==> src/rtl/dbus_pkg.sv <==
// Shared types and constants for the one-to-four data-bus request demultiplexer.
package dbus_pkg;

    localparam int NPORTS = 4;
    localparam int ADDR_W = 64;
    localparam int DATA_W = 64;
    localparam int STRB_W = 8;
    localparam int SEL_W  = 2;

    typedef enum logic [1:0] {
        IDLE  = 2'd0,
        ISSUE = 2'd1,
        WAIT  = 2'd2,
        RESP  = 2'd3
    } dbus_state_t;

    typedef struct packed {
        logic [SEL_W-1:0]  sel;
        logic [ADDR_W-1:0] addr;
        logic [DATA_W-1:0] wdata;
        logic [STRB_W-1:0] strobe;
    } dbus_req_t;

    // One-hot decode of a port index.
    function automatic logic [NPORTS-1:0] sel_onehot(input logic [SEL_W-1:0] sel);
        logic [NPORTS-1:0] oh;
        oh      = '0;
        oh[sel] = 1'b1;
        return oh;
    endfunction

endpackage

==> src/rtl/dbus_watchdog.sv <==
// Transaction watchdog: counts cycles while enabled and flags the last allowed cycle.
module dbus_watchdog #(
    parameter int TIMEOUT = 255
) (
    input  logic clk,
    input  logic resetn,
    input  logic i_clear,
    input  logic i_enable,
    output logic o_expire
);

    localparam int CNT_W = $clog2(TIMEOUT + 1);
    localparam logic [CNT_W-1:0] LIMIT = CNT_W'(TIMEOUT - 1);

    logic [CNT_W-1:0] r_count;

    // Counter clears on a new request and saturates at the limit so it never wraps.
    always_ff @(posedge clk or negedge resetn) begin
        if (!resetn) begin
            r_count <= '0;
        end else if (i_clear) begin
            r_count <= '0;
        end else if (i_enable && (r_count != LIMIT)) begin
            r_count <= r_count + CNT_W'(1);
        end
    end

    // Expire is decoded from the registered count only.
    assign o_expire = i_enable && (r_count == LIMIT);

endmodule

==> src/rtl/dbus_demux4.sv <==
// One-to-four data-bus request demultiplexer with registered response and watchdog.
module dbus_demux4
    import dbus_pkg::*;
#(
    parameter int TIMEOUT = 255
) (
    input  logic                           clk,
    input  logic                           resetn,
    input  logic                           up_valid,
    output logic                           up_ready,
    input  logic [SEL_W-1:0]               up_sel,
    input  logic [ADDR_W-1:0]              up_addr,
    input  logic [DATA_W-1:0]              up_wdata,
    input  logic [STRB_W-1:0]              up_strobe,
    output logic                           resp_valid,
    output logic [DATA_W-1:0]              resp_data,
    output logic                           resp_err,
    output logic [NPORTS-1:0]              dn_valid,
    output logic [ADDR_W-1:0]              dn_addr,
    output logic [DATA_W-1:0]              dn_wdata,
    output logic [STRB_W-1:0]              dn_strobe,
    input  logic [NPORTS-1:0]              dn_ready,
    input  logic [NPORTS-1:0]              dn_resp_valid,
    input  logic [NPORTS-1:0][DATA_W-1:0]  dn_resp_data,
    output logic                           stray_resp
);

    dbus_state_t       r_state;
    dbus_state_t       w_next;
    dbus_req_t         r_req;
    logic [DATA_W-1:0] r_resp_data;
    logic              r_resp_err;
    logic              r_stray;

    logic              w_accept;
    logic              w_active;
    logic              w_sel_ready;
    logic              w_sel_resp;
    logic              w_done;
    logic              w_expire;
    logic [NPORTS-1:0] w_own_mask;
    logic              w_stray_hit;

    assign w_accept    = (r_state == IDLE) && up_valid;
    assign w_active    = (r_state == ISSUE) || (r_state == WAIT);
    assign w_sel_ready = dn_ready[r_req.sel];
    assign w_sel_resp  = dn_resp_valid[r_req.sel];
    // A response completes the transaction only together with acceptance in ISSUE, or alone in WAIT.
    assign w_done      = ((r_state == ISSUE) && w_sel_ready && w_sel_resp) ||
                         ((r_state == WAIT) && w_sel_resp);
    // Outside ISSUE/WAIT no port owns the response channel, so every response is stray.
    assign w_own_mask  = w_active ? sel_onehot(r_req.sel) : '0;
    assign w_stray_hit = |(dn_resp_valid & ~w_own_mask);

    dbus_watchdog #(
        .TIMEOUT (TIMEOUT)
    ) u_watchdog (
        .clk      (clk),
        .resetn   (resetn),
        .i_clear  (w_accept),
        .i_enable (w_active),
        .o_expire (w_expire)
    );

    // State register.
    always_ff @(posedge clk or negedge resetn) begin
        if (!resetn) begin
            r_state <= IDLE;
        end else begin
            r_state <= w_next;
        end
    end

    // Next-state logic; completion is tested before expiry so it wins a tie.
    always_comb begin
        w_next = r_state;
        case (r_state)
            IDLE: begin
                if (up_valid) begin
                    w_next = ISSUE;
                end
            end
            ISSUE: begin
                if (w_done || w_expire) begin
                    w_next = RESP;
                end else if (w_sel_ready) begin
                    w_next = WAIT;
                end
            end
            WAIT: begin
                if (w_done || w_expire) begin
                    w_next = RESP;
                end
            end
            RESP: begin
                w_next = IDLE;
            end
            default: begin
                w_next = IDLE;
            end
        endcase
    end

    // Capture the request payload on acceptance; it drives the downstream bus until the next one.
    always_ff @(posedge clk or negedge resetn) begin
        if (!resetn) begin
            r_req <= '0;
        end else if (w_accept) begin
            r_req <= '{sel: up_sel, addr: up_addr, wdata: up_wdata, strobe: up_strobe};
        end
    end

    // Register the response on entry to RESP and hold it until the next one.
    always_ff @(posedge clk or negedge resetn) begin
        if (!resetn) begin
            r_resp_data <= '0;
            r_resp_err  <= 1'b0;
        end else if (w_done) begin
            r_resp_data <= dn_resp_data[r_req.sel];
            r_resp_err  <= 1'b0;
        end else if (w_expire) begin
            r_resp_data <= '1;
            r_resp_err  <= 1'b1;
        end
    end

    // Sticky stray-response flag, cleared only by reset.
    always_ff @(posedge clk or negedge resetn) begin
        if (!resetn) begin
            r_stray <= 1'b0;
        end else if (w_stray_hit) begin
            r_stray <= 1'b1;
        end
    end

    assign up_ready   = (r_state == IDLE);
    assign resp_valid = (r_state == RESP);
    assign resp_data  = r_resp_data;
    assign resp_err   = r_resp_err;
    assign dn_valid   = (r_state == ISSUE) ? sel_onehot(r_req.sel) : '0;
    assign dn_addr    = r_req.addr;
    assign dn_wdata   = r_req.wdata;
    assign dn_strobe  = r_req.strobe;
    assign stray_resp = r_stray;

endmodule

==> config.mk <==
export PLATFORM = sky130hd
export DESIGN_NAME = dbus_demux4
export DESIGN_NICKNAME = d
export VERILOG_FILES = /design/src/rtl/dbus_pkg.sv /design/src/rtl/dbus_watchdog.sv /design/src/rtl/dbus_demux4.sv
export SDC_FILE = /design/constraint.sdc
export NUM_CORES = 1
export LEC_CHECK = 0
export CAP_MARGIN = 20
export CORE_AREA = 2 2 238 240
export CTS_CLUSTER_SIZE = 8
export DETAILED_ROUTE_END_ITERATION = 7
export DIE_AREA = 0 0 240 242
export HOLD_SLACK_MARGIN = 0.1
export PLACE_DENSITY_LB_ADDON = 0.1
export SETUP_SLACK_MARGIN = 0.5
export SLEW_MARGIN = 20
export SYNTH_ARGS = -nofsm -noshare
export SYNTH_HDL_FRONTEND = slang
export SYNTH_HIERARCHICAL = 1
export SYNTH_SLANG_ARGS = --single-unit
export TNS_END_PERCENT = 10
==> constraint.sdc <==
create_clock -name clk -period 5.9 [get_ports clk]
set_clock_uncertainty 0.05 [all_clocks]
set_input_delay 0.59 -clock clk [delete_from_list [all_inputs] [get_ports clk]]
set_output_delay 0.59 -clock clk [all_outputs]
set_load 0.02 [all_outputs]
==> results of run 1 <==
## through the flow
step | setup slack, ns | cell area (um2)
CTS | 2.63 | 18300
finish | 2.71 | 18300
global route | 2.51 | 18300
floorplan | 3.49 | 11600
global placement | 2.47 | 17500
detailed placement | 2.44 | 17500
## tightest hold or removal path: stages (launching register included)
cell and delay [ns]:
dfrtp_1 0.35, a21oi_1 0.04, nand2_1 0.05
## flip-flops by register name, indices dropped and copies added (netlist names)
name	cells
resp_err	1
r_req	2
resp_data	64
stray_resp	1
dn_strobe	8
u_watchdog/r_count	8
r_state	2
dn_addr	64
dn_wdata	64
## final cells by class
class                      count  area (um2)
antenna                        1        2.50
clock buffer                  38         842
clock inverter                 1        8.76
fill                        5636       37400
inverter                       5        18.8
multi-input combinational    407        4920
sequential                   214        5360
tap                          756         946
timing repair buffer         620        6220
## placed cells by master (no fill, tap or decap), types with 3 or more instances in the layout
cell               n
or2_2             65
nor2b_1            4
clkbuf_16         31
clkbuf_1           3
mux4_2            66
clkbuf_8           4
clkdlybuf4s50_1  611
inv_1              5
and3_1             4
a21oi_2            3
nand2b_1           3
nor2_1             8
ha_1               6
a31oi_1            3
nand2_1            5
mux2_4            53
nand4_1            3
mux2i_1            3
mux2_2           154
buf_4              5
dfrtp_1          212
## power by group through the flow
stage,clock (mW),combinational [mW],sequential [mW]
CTS,1.71,5.63,2.72
global placement,0,5.62,2.71
global route,1.76,5.83,2.81
finish,1.62,5.50,2.69
floorplan,0,3.76,2.82
detailed placement,0,5.63,2.73
## routing by layer
layer | vias to the layer above | global-route usage | part of all wire | wire length (um)
met2 | 387 | 0.262 | 0.50 | 22200
met4 | 18 | 0.0380 | 0.024 | 1050
li1 | 3701 | - | - | -
met5 | - | 0 | 0.0026 | 113
met1 | 4016 | 0.162 | 0.37 | 16500
met3 | 81 | 0.0572 | 0.10 | 4490
## repair_timing
item / 4_1_cts / 5_1_grt
hold buffers: 1 / 0
buffers inserted: 0 / 0
endpoints found under the setup margin: 0 / 0
endpoints found under the hold margin: 16 / 0
## cell families after synthesis
logic type | Yosys count
compound gates | 22
fa+ha+maj | 6
buf+inv | 191
flops | 214
mux | 276
simple gates | 103
## how the worst min path moves through the flow
stage,startpoint,to,slack (ns),cells past startpoint
after floorplan,resetn,dn_addr[0],0.24,0
after global placement,stray_resp,stray_resp,0.41,2
after detailed placement,stray_resp,stray_resp,0.42,2
after CTS,u_watchdog/r_count[5],u_watchdog/r_count[5],0.43,1
after global routing,dn_wdata[61],dn_wdata[61],0.46,1
final,stray_resp,stray_resp,0.42,2
==> impl_metrics.json, run 1 <==
{
  "switching_power_mw": 3.56,
  "clkTransAtPathRegs_ns": 0.06,
  "synthAdderAreaFrac": 0.00645,
  "hold_violations": 0,
  "numPortBuffers": 612,
  "drc": 0,
  "synth_enable_flop_cells": 0,
  "fin_crit_sh": 0.540,
  "syn_nets": 1223,
  "r2r_slack_ns": 2.71,
  "reg2reg_to": "resp_data[19]",
  "vias": 8203,
  "die_h_um": 242,
  "post_drt_wl_per_cell_um": 21.7,
  "irDropWorstVdd_uv": 211,
  "root_buffer": "clkbuf_16",
  "area_growth_pct": 57.3,
  "gr-total-overflow": 0,
  "yosys.area.top_type": "dfrtp_1",
  "synth.mux.area_fraction": 0.347,
  "netlist_instances": 812,
  "drt-initial-drc-count": 235,
  "finalSetupViolations": 0,
  "htree_num_levels": 1,
  "drive_gt1_frac": 0.306,
  "post_cts_resized": 0,
  "placed_cells": 2001,
  "synth.area.top_cells": "dfrtp_1 46%, mux2_2 15%, mux4_2 13%, buf_4 9.0%, mux2_4 6.8%",
  "path_class": "reg -> reg",
  "grt_pass1_wl_mm": 62.5,
  "track_usage": 0.147,
  "synthArstFlopShare": 1.00,
  "max_cap_viol_count": 0,
  "antenna_left": 0,
  "worstHoldPathType": "reg -> reg",
  "die_w_um": 240,
  "rsz0062_at_grt": "no",
  "hpwl_mm": 34.9,
  "cts_tree": "yes",
  "path_depth": 5,
  "r2r_start": "r_req[136]",
  "synth_seq_area_share": 0.460,
  "yosysWarnings": 6,
  "synth_top_family_by_area": "multiplexers",
  "slew_headroom": 0.325,
  "setup_tns_ns": 0,
  "arrival_ns": 3.57,
  "totalPowerFinal_mw": 9.81,
  "die-area_um2": 58100,
  "status": "complete, no violations",
  "worst_path_most_repeated_cell": "buf_4",
  "core_area_um2": 55700,
  "critPathMaxFanout": 32,
  "viasPerCell": 4.02,
  "ys.flop_type": "dfrtp_1",
  "yosys.area_share.simple": 0.0531,
  "synth.distinct_cells": 43,
  "p_per_area_nw_per_um2": 535,
  "clk_latency_ns": 0.57,
  "instances_no_fill": 2042,
  "holdWs_ns": 0.419,
  "rr_worst_depth": 5,
  "leakage_nw": 7.34,
  "slowest_delay_ns": 0.70,
  "drv_slew": 0,
  "clkPwrFrac": 0.165,
  "crit_end": "resp_data[19]",
  "cp-startpoint": "r_req[136]",
  "drt_first_pass_iters": 4,
  "path_buf_inv": 2,
  "numCtsBuffers": 31,
  "intPower_mw": 6.25,
  "start_util": 0.209,
  "final_nets": 1690,
  "start_kind": "flop",
  "grt_start_max_net_pins": 114,
  "cts.path.max_buffers": 3,
  "netlist_area_um2": 11600,
  "worst_ep_required_time_ns": 6.28,
  "tightest_slew_ns": 1.01,
  "yosysMostFrequentCell": "dfrtp_1",
  "synth_commonest_cells": "214 x dfrtp_1, 154 x mux2_2, 139 x buf_4, 66 x mux4_2, 65 x or2_2",
  "combPwrFrac": 0.561,
  "p_seq_frac": 0.274,
  "period_needed_ns": 3.19,
  "syn_avg_cell_area_um2": 14.3,
  "antenna_found_initial": 14,
  "power.share.switching": 0.363,
  "grt_pass1_vias": 9021,
  "synth_seq_cells": 214,
  "crit_slowest_cell": "dfrtp_4",
  "rows": 87,
  "path_delay_family": "buffers and inverters",
  "synth_xor_area_frac": 0,
  "finalWirelength_mm": 44.3,
  "cp-end-kind": "flop",
  "boundaryPins": 613,
  "clock.fmax_ghz": 0.314,
  "synth_compound_area_frac": 0.0147,
  "final_util": 0.329,
  "synth_top_area_frac": 0.460,
  "place_congestion": 0.778,
  "cts_num_sinks": 214,
  "crit_path_cell_trace": "mux4_2 -> o21ai_4 -> buf_4 -> buf_4 -> mux2_2"
}
No activity file was read; power rests on OpenSTA's default activity.
==> run 2, diff against run 1 <==
clock period = 2.7 ns   (was 5.9 ns; I/O delays follow)
==> run 2 against run 1 <==
  * Critical path type is now reg -> out
  * Hold slack lost 0.22 ns
  * Via count barely moved
  * Die area did not move
  * Cell count up 1.1%
  * Non-clock buffer count is 22 higher
  * Wire length is 0.44% lower
  * Sequential share of layout area fell by 0.59 points
  * Sequential power up 110%
  * Total power grew 120%
  * Worst setup slack got worse by 2.3 ns
==> impl_metrics.json, run 2 (same netlist as run 1, synthesis figures left out) <==
{
  "r2r_slack_ns": 0.50,
  "vias": 8200,
  "reg2reg_to": "r_state[0]",
  "hold_violations": 0,
  "tightest_slew_ns": 0.523,
  "dp_slack_ns": 0.331,
  "grt_util_met2": 0.263,
  "grt_pass1_wl_mm": 62.3,
  "fin_crit_sh": 0.838,
  "numPortBuffers": 612,
  "place_congestion": 0.760,
  "path_delay_family": "buffers and inverters",
  "status": "complete, no violations",
  "slowest_delay_ns": 0.73,
  "drt_first_pass_iters": 4,
  "clk_latency_ns": 0.57,
  "path_class": "reg -> out",
  "worst_ep_required_time_ns": 2.38,
  "grt.met1_usage": 0.155,
  "drt-initial-drc-count": 228,
  "arrival_ns": 1.94,
  "r2r_start": "r_state[1]",
  "leakage_nw": 7.52,
  "final_common_cell": "clkdlybuf4s50_1",
  "setup_ws_ns": 0.438,
  "die-area_um2": 58100,
  "grt_pass1_vias": 8848,
  "start_util": 0.209,
  "clock.fmax_ghz": 0.442,
  "die_w_um": 240,
  "holdWs_ns": 0.199,
  "antenna_left": 0,
  "instances_no_fill": 2064,
  "die_h_um": 242,
  "crit_slowest_cell": "clkdlybuf4s50_1",
  "antenna_found_initial": 11,
  "start_kind": "flop",
  "finalSetupViolations": 0,
  "placed_cells": 2014,
  "top_usage_layer": "met2",
  "max_cap_viol_count": 0,
  "viasPerCell": 3.97,
  "drc": 0,
  "cts_num_sinks": 214,
  "grt_start_max_net_pins": 62,
  "p_per_area_nw_per_um2": 1170,
  "root_buffer": "clkbuf_16",
  "drive_gt1_frac": 0.324,
  "cp-end-kind": "output pin",
  "gr-total-overflow": 0,
  "irDropWorstVdd_uv": 454,
  "finalWirelength_mm": 44.1,
  "rr_worst_depth": 7,
  "cts_tree": "yes",
  "crit_path_cell_trace": "ha_1 -> clkdlybuf4s50_1",
  "cts.path.max_buffers": 3,
  "numCtsBuffers": 31,
  "period_needed_ns": 2.26,
  "boundaryPins": 613,
  "core_area_um2": 55700,
  "clkTransAtPathRegs_ns": 0.05,
  "rsz0062_at_grt": "yes",
  "slew_headroom": 0.651,
  "post_drt_wl_per_cell_um": 21.4,
  "layout_common_cells": "606 x clkdlybuf4s50_1, 211 x dfrtp_1, 152 x mux2_2, 66 x mux4_2, 65 x or2_2",
  "hpwl_mm": 35.5,
  "area_growth_pct": 60.6,
  "final_nets": 1712,
  "htree_num_levels": 1,
  "drv_slew": 0,
  "track_usage": 0.147,
  "path_buf_inv": 1,
  "setup_tns_ns": 0,
  "met3_usage": 0.0652,
  "rows": 87,
  "critPathMaxFanout": 3,
  "worstHoldPathType": "in -> async"
}
run 2: cell types whose count changed in the layout (fill, tap and decap cells not counted), moves of 2 or more:
cell             before  now
buf_12                2   13
buf_4                 5   12
clkdlybuf4s50_1     611  606
clkbuf_8              4    0
dlygate4sd2_1         0    3
ha_1                  6    3
and3_4                0    2
buf_8                 1    3
clkinv_2              0    2
ha_4                  0    2
mux2_2              154  152
mux2_4               53   55
run 2: power by group:
group | switching, mW | internal [mW] | total (mW)
Combinational | 5.64 | 7.11 | 12.8
Clock | 1.42 | 2.02 | 3.44
Sequential | 0.890 | 4.87 | 5.76
run 2: timing repair:
action / CTS / global route
gates cloned: 1 / 0
hold buffers: 1 / 0
endpoints found under the hold margin: 171 / 0
setup buffers: 2 / 6
gates resized for setup: 16 / 7
setup endpoints to repair: 69 / 111
pin swaps: 1 / 1
run 2: worst max-delay path by stage:
| stage | from | end | slack (ns) | cells after the start |
|---|---|---|---|---|
| detailed placement | r_state[1] | resp_data[2] | 0.33 | 7 |
| CTS | r_req[137] | dn_valid[2] | 0.32 | 3 |
| floorplan | r_state[0] | u_watchdog/r_count[0] | 0.50 | 9 |
| global placement | r_state[1] | resp_data[10] | 0.35 | 7 |
| finish | r_state[0] | resp_valid | 0.44 | 2 |
| global route | r_state[1] | dn_valid[2] | 0.37 | 4 |
run 2: worst reg2reg max path, delay by kind of cell, from the launching register on:
family	cells	cell delay, ns
and+or+nand+nor	2	0.59
DFF	1	0.42
muxes	1	0.32
AOI/OAI and AO/OA	2	0.30
adders and majority gates	1	0.27
buffers and inverters	1	0.17
run 2: through the flow:
stage	util	instance area (um2)	power, mW
floorplan	-	11700	14.4
global placement	0.317	17700	18.5
detailed placement	0.317	17700	18.6
CTS	0.334	18600	22.3
global route	0.335	18700	23.3
finish	0.336	18700	22.0
run 2: area by class of cell:
type | instances | area, um2
inverter | 5 | 18.8
tap | 756 | 946
timing repair buffer | 642 | 6560
antenna | 2 | 5.00
sequential | 214 | 5360
fill | 5582 | 37000
clock inverter | 3 | 18.8
clock buffer | 35 | 791
multi-input combinational | 407 | 5000
run 2: per-layer routing:
layer  vias to the layer above  wire, um
li1                       3742         -
met1                      3993     15600
met2                       389     22300
met3                        62      5030
met4                        14      1050
met5                         -        81
